$ cat src/rtl/alu_cmd_issuer.sv
// Command front end for a registered ALU: issues one op, captures its result and returns it.
// Latency accept->rsp_valid = 2 cycles; a stalled response (rsp_ready low) blocks new commands.
module alu_cmd_issuer #(
  parameter int W     = 4,
  parameter int CNT_W = 8
) (
  input  logic             clk,
  input  logic             rst,
  input  logic             cmd_valid,
  output logic             cmd_ready,
  input  logic [W-1:0]     cmd_a,
  input  logic [W-1:0]     cmd_b,
  input  logic [1:0]       cmd_op,
  output logic [W-1:0]     alu_a,
  output logic [W-1:0]     alu_b,
  output logic [1:0]       alu_op,
  output logic             alu_en,
  input  logic [W-1:0]     alu_result,
  output logic             rsp_valid,
  input  logic             rsp_ready,
  output logic [W-1:0]     rsp_data,
  output logic [1:0]       rsp_op,
  output logic             busy,
  output logic [CNT_W-1:0] op_count,
  output logic             err
);

  typedef enum logic [1:0] {S_IDLE, S_ISSUE, S_CAPTURE, S_RESP} state_t;

  state_t           r_state;
  logic [W-1:0]     r_alu_a;
  logic [W-1:0]     r_alu_b;
  logic [1:0]       r_alu_op;
  logic             r_alu_en;
  logic [W-1:0]     r_exp;
  logic             r_rsp_valid;
  logic [W-1:0]     r_rsp_data;
  logic [1:0]       r_rsp_op;
  logic             r_busy;
  logic [CNT_W-1:0] r_count;
  logic             r_err;

  logic [W-1:0]     w_prod_lo;
  logic [W-1:0]     w_exp;

  // W-bit multiply keeps only the low W bits of the full product
  assign w_prod_lo = cmd_a * cmd_b;

  always_comb begin
    w_exp = '0;
    case (cmd_op)
      2'b00:   w_exp = cmd_a + cmd_b;
      2'b01:   w_exp = cmd_a & cmd_b;
      2'b10:   w_exp = w_prod_lo;
      default: w_exp = cmd_a | cmd_b;
    endcase
  end

  always_ff @(posedge clk) begin
    if (rst) begin
      r_state     <= S_IDLE;
      r_alu_a     <= '0;
      r_alu_b     <= '0;
      r_alu_op    <= 2'b00;
      r_alu_en    <= 1'b0;
      r_exp       <= '0;
      r_rsp_valid <= 1'b0;
      r_rsp_data  <= '0;
      r_rsp_op    <= 2'b00;
      r_busy      <= 1'b0;
      r_count     <= '0;
      r_err       <= 1'b0;
    end else begin
      case (r_state)
        S_IDLE: begin
          if (cmd_valid) begin
            r_alu_a  <= cmd_a;
            r_alu_b  <= cmd_b;
            r_alu_op <= cmd_op;
            r_exp    <= w_exp;
            r_alu_en <= 1'b1;
            r_busy   <= 1'b1;
            r_state  <= S_ISSUE;
          end
        end
        S_ISSUE: begin
          r_alu_en <= 1'b0;
          r_state  <= S_CAPTURE;
        end
        S_CAPTURE: begin
          r_rsp_data  <= alu_result;
          r_rsp_op    <= r_alu_op;
          r_rsp_valid <= 1'b1;
          if (alu_result != r_exp) r_err <= 1'b1;
          r_state     <= S_RESP;
        end
        S_RESP: begin
          if (rsp_ready) begin
            r_rsp_valid <= 1'b0;
            r_count     <= r_count + 1'b1;
            r_busy      <= 1'b0;
            r_state     <= S_IDLE;
          end
        end
        default: r_state <= S_IDLE;
      endcase
    end
  end

  assign cmd_ready = (r_state == S_IDLE);
  assign alu_a     = r_alu_a;
  assign alu_b     = r_alu_b;
  assign alu_op    = r_alu_op;
  assign alu_en    = r_alu_en;
  assign rsp_valid = r_rsp_valid;
  assign rsp_data  = r_rsp_data;
  assign rsp_op    = r_rsp_op;
  assign busy      = r_busy;
  assign op_count  = r_count;
  assign err       = r_err;

endmodule

$ cat config.mk
export PLATFORM = sky130hd
export DESIGN_NAME = alu_cmd_issuer
export DESIGN_NICKNAME = d
export VERILOG_FILES = /design/src/rtl/alu_cmd_issuer.sv
export SDC_FILE = /design/constraint.sdc
export NUM_CORES = 1
export LEC_CHECK = 0
export CORE_ASPECT_RATIO = 1.1
export CORE_MARGIN = 2
export CORE_UTILIZATION = 41
export DETAILED_ROUTE_END_ITERATION = 16
export PLACE_DENSITY = 0.69
export SYNTH_ARGS = -nofsm -noshare
export SYNTH_HDL_FRONTEND = slang
export SYNTH_SLANG_ARGS = --single-unit
$ cat constraint.sdc
create_clock -name clk -period 2.65 [get_ports clk]
set_input_delay 0.265 -clock clk [delete_from_list [all_inputs] [get_ports clk]]
set_output_delay 0.265 -clock clk [all_outputs]
set_load 0.005 [all_outputs]
==> impl_metrics.yaml <==
global_route:
  grt_max_degree: 35
  grt_pass1_vias: 1444
  overflow: 0
  antenna_found_initial: 0
  grt_pass1_wl_mm: 6.375
  grt.total_usage_pct: 16.93
final_layout:
  multiInputGateArea_mm2: 0.001018
  fin_util_pct: 58.32
  ff_latch_area_um2: 680.7
  syn_to_final_growth_pct: 38.57
  diodes: 0
  final_cells: 325
  nNetsFinal: 306
  nFillCells: 407
  final_layout_size_suffix_gt1_share_pct: 7.011
critical_path:
  cp_top_family: "adder cells"
  cp_max_fo: 2
  crit_arrival_ps: 2470
  max_stage_delay_ps: 420
  crit_chain: "clkdlybuf4s50_1 > ha_1 > ha_1 > ha_1 > ha_1 > xnor2_1 > xnor2_1 > xnor3_1 > nand2_1 > a221oi_1"
  crit_path_frequent_cell: "ha_1"
  worst-path-buf-inv: 1
  crit_path_start_kind: "input port"
  required_ps: 2840
  crit_type: "input port to flop"
  cp-end-kind: "flop"
  crit_path_top_delay_cell: "clkdlybuf4s50_1"
drt:
  drt_iter0_markers: 52
  ant_nets: 0
  vias_per_cell: 4.874
  drt-total-wl_mm: 3.838
  dr_total_vias: 1584
  detail_route.wl_per_cell_um: 11.81
  drc: 0
  dr.pass1.iters: 5
timing:
  rsz0062_at_grt: "false"
  fin_crit_ps: 2273
  max_slew_margin_pct: 67.78
  setup_viol: 0
  final_max_slew_viol_count: 0
  finalCritPeriodShare_pct: 85.78
  clock_skew_ps: 4.200
  hold_viol: 0
  worst_slew_pin_slew_ps: 481.7
  fmax_mhz: 439.9
  setup_tns_ps: 0
clocking:
  ctsLongestPathBuffers: 2
  cts_buffers: 5
  cts_tree: "yes"
  clk_latency_ps: 280
  cts-resized-gates: 0
  numClockSinks: 34
  cts_root_buf: "clkbuf_8"
  ctsHoldBuffers: 0
  path_clk_slew_ps: 70
  ctsHtreeMaxLevel: 2
  post_cts_buffers: 0
place:
  dp_hpwl_mm: 2.949
  gp_congestion: 0.8812
  port_buffers: 46
  dp_cells: 317
flow_run:
  max_cap_viol_count: 0
floorplanning:
  fp.dieArea_mm2: 0.004912
  io-pin-count: 47
  die_w_um: 67.01
  core_area_mm2: 0.004254
  initial_core_util_pct: 42.09
  fp.dieH_um: 73.31
  row_count: 25
synthesis:
  yosysWarnings: 0
  syn_nets: 254
  synth_area_mm2: 0.001790
  synth_cell_types: 27
  synth-seq-cells: 34
  synth-seq-area-share_pct: 38.02
  synth.avg_cell_area_um2: 8.213
  synthCells: 218
pwr:
  totalPowerFinal_mw: 1.889
  p_leak_nw: 1.018
  peakVddDrop_mv: 0.3760
  power_density_mw_per_mm2: 761.2
run_status:
  status: "finished clean"
worst_hold_path:
  min_path_type: "flop to flop"
[final timing paths]
check,startpoint,end,slack (ps),cells past startpoint
setup / recovery,cmd_a[1],r_exp[3],380,10
hold / removal,alu_a[3],alu_a[3],460,2
setup reg to reg,r_state[0],op_count[7],980,5
hold reg to reg,alu_a[3],alu_a[3],460,2
[routing by layer]
metal,global-route usage [%],vias to the layer above,wire length (um)
li1,-,819,-
met1,20.77,718,1746
met2,28.82,41,1863
met3,4.288,6,173
met4,5.442,0,55
met5,0,-,0
[cells in the mapped netlist, drive strengths merged]
library cell,n,area share [%]
a211oi,4,1.7
a21o,1,0.42
a21oi,21,5.9
a221oi,1,0.49
and2b,1,0.49
buf,1,0.28
clkbuf,8,1.7
dfxtp,34,38
fa,1,1.1
ha,17,12
inv,15,3.1
mux2i,7,3.9
nand2,38,8.1
nand3,6,1.7
nand4,2,0.70
nor2,28,5.9
nor2b,2,0.70
nor3,2,0.56
o211ai,2,0.84
o21ai,7,2.0
o311a,1,0.56
or3,1,0.35
or4,1,0.63
xnor2,9,4.4
xnor3,1,1.3
xor2,7,3.4
[cells by family (layout without fill, tap and decap cells)]
logic type,count (synthesis),in the layout,share of synthesized area [%]
AND/OR/NAND/NOR,81,81,19.08
AO/OA/AOI/OAI,37,37,11.81
flip-flops,34,34,38.02
buffers and inverters,24,77,5.101
adder cells (fa/ha/maj),18,18,13.00
XOR/XNOR,17,17,9.085
multiplexers,7,7,3.914
[sequential cells by signal (all words and copies together), names as in the netlist, 2 cells and up]
name / flops
alu_a: 4
alu_b: 4
alu_op: 2
op_count: 8
r_exp: 4
r_state: 2
rsp_data: 4
rsp_op: 2
[worst reg2reg max path: stages, from the launching register on]
cell     delay (ps)
dfxtp_1         390
ha_1            300
nand2_2         140
or4_4           530
xor2_1          140
nor2_1           50
[final cells by class]
class / instances / share of cell area [%]
timing repair buffer: 54 / 20.98
clock inverter: 3 / 2.774
multi-input combinational: 160 / 41.05
sequential: 34 / 27.43
inverter: 15 / 2.269
tap: 54 / 2.723
clock buffer: 5 / 2.774
[per-stage QoR]
step / hold WS (ps) / cell area (um^2) / worst slack (ps)
2_1_floorplan: 401.0 / 1790 / 622.3
3_3_place_gp: 442.5 / 2344 / 129.8
3_5_place_dp: 449.3 / 2344 / 61.06
4_1_cts: 457.1 / 2481 / 367.6
5_1_grt: 471.2 / 2481 / 277.0
6_report: 456.1 / 2481 / 376.9
[power breakdown]
part	switching, mW	internal, mW	leakage [nW]
combinational	0.295	0.345	0.673
sequential	0.0649	0.610	0.277
clock	0.198	0.377	0.0683
total	0.558	1.33	1.02
[placed cells by master (no fill, tap or decap)]
master and n:
inv_1 15, mux2i_1 7, nor3_1 2, xnor3_1 1
a21oi_1 21, or4_4 1, xnor2_1 9, nand4_1 2
bufinv_16 2, o311a_1 1, a211oi_1 4, ha_1 17
nor2b_1 2, nand3_1 6, o211ai_1 2, and2b_2 1
o21ai_0 7, buf_4 8, dfxtp_1 34, clkdlybuf4s50_1 46
clkinv_4 1, nor2_1 28, a21o_1 1, xor2_1 7
a221oi_1 1, nand2_1 37, clkbuf_8 5, fa_1 1
nand2_2 1, or3_1 1
(Power assumes the default switching activity.)
